===== src/rtl/wheel_speed_sensor.sv =====
// Wheel-encoder front end: synchronises and qualifies encoder pulses, counts them per gate window.
// Optional 4-window moving average on wheel_speed when WHEEL_SPEED_FILTER_EN is defined.
`timescale 1ns/1ps
module wheel_speed_sensor #(
    parameter int unsigned WINDOW_CYCLES = 1000,
    parameter int unsigned MIN_HIGH      = 2,
    parameter int unsigned STALL_WINDOWS = 3
) (
    input  logic       clk,
    input  logic       rst,
    input  logic       enc_pulse,
    output logic [7:0] wheel_speed,
    output logic       speed_valid,
    output logic       stalled
);

    localparam int unsigned      WIN_W      = (WINDOW_CYCLES > 1) ? $clog2(WINDOW_CYCLES) : 1;
    localparam logic [WIN_W-1:0] WIN_LAST   = WIN_W'(WINDOW_CYCLES - 1);
    localparam logic [3:0]       MIN_HIGH_C = 4'(MIN_HIGH);
    localparam logic [3:0]       STALL_C    = 4'(STALL_WINDOWS);

    typedef enum logic [1:0] {
        ST_LOW,
        ST_ARM,
        ST_COUNTED
    } state_t;

    logic             sync_q;
    logic             enc_s_q;
    state_t           state_q, state_d;
    logic [3:0]       run_q, run_d;
    logic             pulse_ok;
    logic [WIN_W-1:0] win_q, win_d;
    logic             win_end;
    logic [8:0]       cnt_q, cnt_d;
    logic [8:0]       cnt_incl;
    logic [7:0]       raw;
    logic [3:0]       stall_q, stall_d;
    logic [7:0]       speed_q, speed_d;
    logic             valid_q;
    logic             stalled_q;

    always_ff @(posedge clk or posedge rst) begin
        if (rst) begin
            sync_q  <= 1'b0;
            enc_s_q <= 1'b0;
        end else begin
            sync_q  <= enc_pulse;
            enc_s_q <= sync_q;
        end
    end

    // Pulse qualifier: a pulse is accepted once enc_s has been high MIN_HIGH cycles in a row.
    always_comb begin
        state_d  = state_q;
        run_d    = run_q;
        pulse_ok = 1'b0;
        unique case (state_q)
            ST_LOW: begin
                if (enc_s_q) begin
                    run_d = 4'd1;
                    if (MIN_HIGH_C == 4'd1) begin
                        pulse_ok = 1'b1;
                        state_d  = ST_COUNTED;
                    end else begin
                        state_d  = ST_ARM;
                    end
                end
            end
            ST_ARM: begin
                if (!enc_s_q) begin
                    state_d = ST_LOW;
                end else begin
                    run_d = run_q + 4'd1;
                    if (run_d == MIN_HIGH_C) begin
                        pulse_ok = 1'b1;
                        state_d  = ST_COUNTED;
                    end
                end
            end
            ST_COUNTED: begin
                if (!enc_s_q) begin
                    state_d = ST_LOW;
                end
            end
            default: state_d = ST_LOW;
        endcase
    end

    assign win_end = (win_q == WIN_LAST);

    // A pulse_ok coinciding with win_end is folded into the closing window's sample.
    always_comb begin
        win_d    = win_end ? '0 : win_q + WIN_W'(1);
        cnt_incl = cnt_q;
        if (pulse_ok && (cnt_q != 9'd511)) begin
            cnt_incl = cnt_q + 9'd1;
        end
        raw   = cnt_incl[8] ? 8'hFF : cnt_incl[7:0];
        cnt_d = win_end ? '0 : cnt_incl;
    end

    always_comb begin
        stall_d = stall_q;
        if (win_end) begin
            if (raw != 8'd0) begin
                stall_d = '0;
            end else if (stall_q != STALL_C) begin
                stall_d = stall_q + 4'd1;
            end
        end
    end

`ifdef WHEEL_SPEED_FILTER_EN
    logic [2:0][7:0] hist_q;
    logic [9:0]      sum;

    assign sum     = 10'(raw) + 10'(hist_q[0]) + 10'(hist_q[1]) + 10'(hist_q[2]);
    assign speed_d = 8'(sum >> 2);

    always_ff @(posedge clk or posedge rst) begin
        if (rst) begin
            hist_q <= '0;
        end else if (win_end) begin
            hist_q[0] <= raw;
            hist_q[1] <= hist_q[0];
            hist_q[2] <= hist_q[1];
        end
    end
`else
    assign speed_d = raw;
`endif

    always_ff @(posedge clk or posedge rst) begin
        if (rst) begin
            state_q   <= ST_LOW;
            run_q     <= '0;
            win_q     <= '0;
            cnt_q     <= '0;
            stall_q   <= '0;
            speed_q   <= '0;
            valid_q   <= 1'b0;
            stalled_q <= 1'b0;
        end else begin
            state_q <= state_d;
            run_q   <= run_d;
            win_q   <= win_d;
            cnt_q   <= cnt_d;
            stall_q <= stall_d;
            valid_q <= win_end;
            if (win_end) begin
                speed_q   <= speed_d;
                stalled_q <= (stall_d == STALL_C);
            end
        end
    end

    assign wheel_speed = speed_q;
    assign speed_valid = valid_q;
    assign stalled     = stalled_q;

endmodule

===== config.mk =====
export PLATFORM = sky130hd
export DESIGN_NAME = wheel_speed_sensor
export DESIGN_NICKNAME = d
export VERILOG_FILES = /design/src/rtl/wheel_speed_sensor.sv
export SDC_FILE = /design/constraint.sdc
export NUM_CORES = 1
export LEC_CHECK = 0
export CORE_ASPECT_RATIO = 1.4
export CORE_MARGIN = 5
export CORE_UTILIZATION = 40
export DETAILED_ROUTE_END_ITERATION = 7
export GPL_ROUTABILITY_DRIVEN = 0
export PLACE_DENSITY = 0.64
export SYNTH_ARGS = -nofsm -noshare
export SYNTH_HDL_FRONTEND = slang
export SYNTH_SLANG_ARGS = --single-unit

===== constraint.sdc =====
create_clock -name clk -period 3.2 [get_ports clk]
set_input_delay 0.64 -clock clk [delete_from_list [all_inputs] [get_ports clk]]
set_output_delay 0.64 -clock clk [all_outputs]
set_load 0.01 [all_outputs]

* Word level (Yosys, flattened, before mapping) *
Cells that the tools add are included.
W data, S select, Z words.

storage, ports and cells
  bits in registers = 41
  bits of input ports = 3
  output and inout bits = 10
  logic and storage cells = 49

cells by class
  add/subtract/negate cells = 4
  equal/unequal tests = 11
  multiplexer cells = 18
  reduce and logical (&&, ||, !) cells = 6

operator list
  cell                     number
  $mux W4                  5
  $mux W9                  2
  $add A10 B1 Y10 const B  1
  $eq A10 B10 Y1 const B   1
  $mux W10                 1
  $add A9 B1 Y9 const B    1
  $ne A9 B9 Y1 const B     1
  $add A4 B1 Y4 const B    2
  $eq A4 B2 Y1 const B     2
  $mux W2                  4
  $mux W8                  1
  $pmux W4 S2              1
  $reduce_bool A8 Y1       1
  $ne A2 B2 Y1 const B     3
  $pmux W2 S3              1
  $reduce_and A3 Y1        2
  $ne A4 B2 Y1 const B     1
  $mux W1                  3
  $ne A3 B3 Y1 const B     1
  $eq A2 B1 Y1 const B     1
  $eq A2 B2 Y1 const B     1
  $logic_not A2 Y1         1
  $reduce_bool A2 Y1       1
  $logic_and A1 B1 Y1      1

* Logic depth before layout (Yosys ltp) *
  depth in word-level cells = 12
  depth in mapped cells = 10
  gate-level depth less buffers = 10

* Least setup slack after synthesis *
OpenSTA, ideal clock, no wires.

  path type = reg-to-reg
  start point = register cnt_q[3]
  end point = register stall_q[0]
  setup time = 128 ps
  arrival = 2363 ps
  required time = 3072 ps
  setup slack = 709 ps
  stages on the path, launching flop included = 10
  buffers on the path = 0
  period minus slack after synthesis = 2491 ps
  cell sequence = dfrtp_1 > and3_2 > and3_2 > and3_1 > ha_1 > nor3_4 > nand3_1 > mux2_4 > a41oi_1 > o22ai_1

on the way
  longest elaborated chain between the ends = 7
  elaborated cells on any way between the ends = 8
  classes of those cells = add/sub: 1; eq/ne: 1; mux: 4; reduce/logical: 2

RTL lines
  what                                                                   RTL line  RTL
  start, declared                                                        35        logic [8:0] cnt_q, cnt_d;
  start signal, assigned                                                 148       cnt_q <= cnt_d;
  parallel branches: the longest is 2 deep, another holds $add A9 B1 Y9  n/a
  $mux W9 (*)                                                            96        if (pulse_ok && (cnt_q != 9'd511)) begin
  $mux W8 (*)                                                            99        raw = cnt_incl[8] ? 8'hFF : cnt_incl[7:0];
  $reduce_bool A8 Y1 (*)                                                 106       if (raw != 8'd0) begin
  $mux W4 (*)                                                            106
  $mux W4 (*)                                                            105       if (win_end) begin
  net stall_d[0]                                                         38        logic [3:0] stall_q, stall_d;
  end signal, assigned                                                   149       stall_q <= stall_d;
  end, declared                                                          38

Mark *: on every way through the listed nets, which the timed path passes.
A chain may end at the register's enable or synchronous reset.

* Final worst setup path *
  start point = register cnt_q[4]
  end point = register stall_q[0]

Same word-level chain as after synthesis.

==> flow_summary_export.csv <==
group,metric,value,unit
run_status,status,"complete, no violations",
clocking,cts_setup_buffers,0,
detailed_routing,drt-total-wl,4030,µm
placement,place_area,2330,µm²
die,core,5160,µm²
die,die_w,71.7,µm
timing,fin_skew,0.00698,ns
logic_synthesis,ys_ff_latch,41,
detailed_routing,drt_pre_antenna_iters,6,
grt,use_met3,0.0240,
worst_setup_path,required,3.38,ns
timing,slew_headroom,0.656,
clocking,clk_pin_slew,0.08,ns
pwr,leakagePower,1.10,nW
die,rows,31,
grt,antenna_found_initial,0,
clocking,holdBufCountCts,0,
placement,portBuffers,12,
timing,worst_slack,0.479,ns
clocking,htree_levels,2,
logic_synthesis,yosysMostFrequentCell,"dfrtp_1",
worst_setup_path,critPathMaxFanout,5,
die,start_util,0.413,
worst_setup_path,path_cells,"and3_2 -> and3_2 -> and3_1 -> ha_1 -> nor3_4 -> nand3_1 -> mux2_4 -> a41oi_1 -> o22ai_1",
detailed_routing,ant_nets,0,
detailed_routing,drtIter0Drc,29,
worst_hold_path,hold_class,"reg2reg",
grt,grt_overflow_total,0,
pwr,ir_drop,0.329,mV
detailed_routing,drt-wirelength-per-cell,13.3,µm
timing,worst_slew_pin_slew,0.517,ns
clocking,cts.path.max_buffers,2,
layout,syn2layout_area_growth,15.0,%
logic_synthesis,syn_avg_cell_area,9.76,µm²
layout,fin_nets,244,
timing,min_period_over_period,0.850,
clocking,cts_tree,"yes",
logic_synthesis,synthCells,218,
grt,grt_use_met2,0.219,
worst_setup_path,crit_slowest_cell,"dfrtp_1",
logic_synthesis,yosys.area.top_type,"dfrtp_1",
run,max-cap-violations,0,
clocking,ctsRootBufferMaster,"clkbuf_8",
timing,finalCriticalPeriod,2.72,ns
grt,met1_usage,0.168,
timing,hold_viol_final,0,
logic_synthesis,synth_top_flop_cell,"dfrtp_1",
die,io_pins,13,
worst_setup_path,critPathLaunchType,"flop",
worst_setup_path,cp.arrival,2.90,ns
pwr,powerDensity,582,nW/µm²
timing,rsz0062_at_grt,"no",
worst_setup_path,cpPeakStageDelay,0.43,ns
worst_setup_path,critPathMostFrequentCell,"and3_2",
detailed_routing,drc_errors,0,
timing,fmaxAchievable,368,MHz
grt,grtUsageTotal,0.134,
clocking,clkSinkCount,41,
logic_synthesis,ys_seq_area_frac,0.482,
grt,busiest_layer,"met2",
grt,grt_max_degree,42,
logic_synthesis,ys_warn_count,0,
placement,place_ws,0.528,ns
grt,grt_pass1_vias,1618,
clocking,ctsResizeCount,0,
timing,drv_slew,0,
logic_synthesis,yosys.cell_types.count,49,
layout,drive_above_1_share,0.102,
timing,setup_viol_count_final,0,
worst_setup_path,reg2reg_depth,9,
logic_synthesis,syn_area,2130,µm²
detailed_routing,vias,1596,
logic_synthesis,netlist_top_cells_area,"dfrtp_1 48%, nor2_1 4.9%, nand2_1 3.9%, xor2_1 3.7%, ha_1 3.5%",
die,dieHeight,96.3,µm
layout,antenna_cells,0,
detailed_routing,vias_per_cell,5.28,
worst_hold_path,hold_path_depth,0,
logic_synthesis,synthArstFlopShare,1.00,
logic_synthesis,synth_common_cells,"41 x dfrtp_1, 28 x nor2_1, 22 x nand2_1",
clocking,numCtsBuffers,5,
clocking,insertion_delay,0.29,ns
placement,dp_hpwl,2850,µm
logic_synthesis,synth-edff-count,0,
die,die_area,6900,µm²
logic_synthesis,synthDominantCellAreaShare,0.482,
timing,setup_tns,0,ns
grt,grt_pass1_wl,7250,µm
logic_synthesis,synth_fp_nets,227,
worst_setup_path,crit_type,"reg2reg",
worst_setup_path,end_kind,"flop",
layout,stdcell_area,2450,µm²
-- worst max-delay path, delay by kind of cell, from the launching register on --
kind / cells / cell delay, ns
adders and majority gates: 1 / 0.22
DFF: 1 / 0.43
muxes: 1 / 0.41
and+or+nand+nor: 5 / 1.18
AOI/OAI and AO/OA: 2 / 0.37
-- layout make-up --
cell class | instances | area [µm²]
Multi-Input combinational cell | 165 | 1050
Tap cell | 66 | 82.6
Sequential cell | 41 | 1030
Timing Repair Buffer | 14 | 135
Fill cell | 488 | 2710
Clock buffer | 6 | 82.6
Inverter | 8 | 30.0
Clock inverter | 2 | 37.5
-- logic make-up after synthesis --
logic type               share of synthesized area
flip-flops                                   0.482
adder cells (fa/ha/maj)                     0.0353
buffers and inverters                       0.0229
multiplexers                                0.0223
AO/OA/AOI/OAI                                0.115
XOR/XNOR                                    0.0576
AND/OR/NAND/NOR                              0.265
-- path summary, 6_finish.rpt --
path	slack [ns]	to	startpoint
setup / recovery	0.48	stall_q[0]$_DFF_PP0_	cnt_q[4]$_DFF_PP0_
hold / removal	0.35	enc_s_q$_DFF_PP0_	sync_q$_DFF_PP0_
setup reg to reg	0.48	stall_q[0]$_DFF_PP0_	cnt_q[4]$_DFF_PP0_
hold reg to reg	0.35	enc_s_q$_DFF_PP0_	sync_q$_DFF_PP0_
max in group asynchronous	2.07	sync_q$_DFF_PP0_	rst
min in group asynchronous	0.77	stalled$_DFFE_PP0P_	rst
-- where the power goes --
group	total (mW)	leakage [nW]	internal [mW]	switching, mW
Sequential	0.638	0.543	0.566	0.0719
Combinational	0.349	0.504	0.149	0.200
Clock	0.436	0.0574	0.254	0.183
Total	1.42	1.10	0.969	0.454
-- stage by stage --
step,power (mW),instances,hold slack [ns],util
final,1.42,302,0.352,0.474
after global routing,1.51,302,0.375,0.474
after CTS,1.44,302,0.355,0.474
after detailed placement,0.996,294,0.337,0.451
after global placement,0.995,294,0.335,0.451
after floorplan,0.916,218,0.331,-
-- registers in the layout, summed over array words and instances (netlist names) --
name	flops
win_q	10
cnt_q	9
wheel_speed	8
run_q	4
stall_q	4
state_q	2
enc_s_q	1
speed_valid	1
stalled	1
sync_q	1
-- metal layers --
layer | wire length, µm | part of all wire
met5 | 0 | 0
met3 | 91 | 0.023
met2 | 2010 | 0.50
met4 | 94 | 0.023
met1 | 1830 | 0.45
-- placed cells by master (no fill, tap or decap), drive strengths merged, types with 2 or more instances in the layout --
master         synthesis  layout
clkbuf                 2       6
or3                    3       3
xor2                   9       9
nor3                   6       6
a21oi                  9       9
clkdlybuf4s50          0      12
mux2i                  2       2
a31oi                  2       2
nor4                   2       2
inv                    8       8
or2                    3       3
a211oi                 2       2
o21a                   2       2
ha                     6       6
and2b                  2       2
nand3                  9       9
dfrtp                 41      41
xnor2                  5       5
nor2b                  5       5
nand2                 22      22
and3                   5       5
o21ai                 11      11
buf                    2       2
nand4                  8       8
nand4b                 2       2
and2                   6       6
o211ai                 3       3
nor2                  28      28
(Power assumes the default switching activity.)
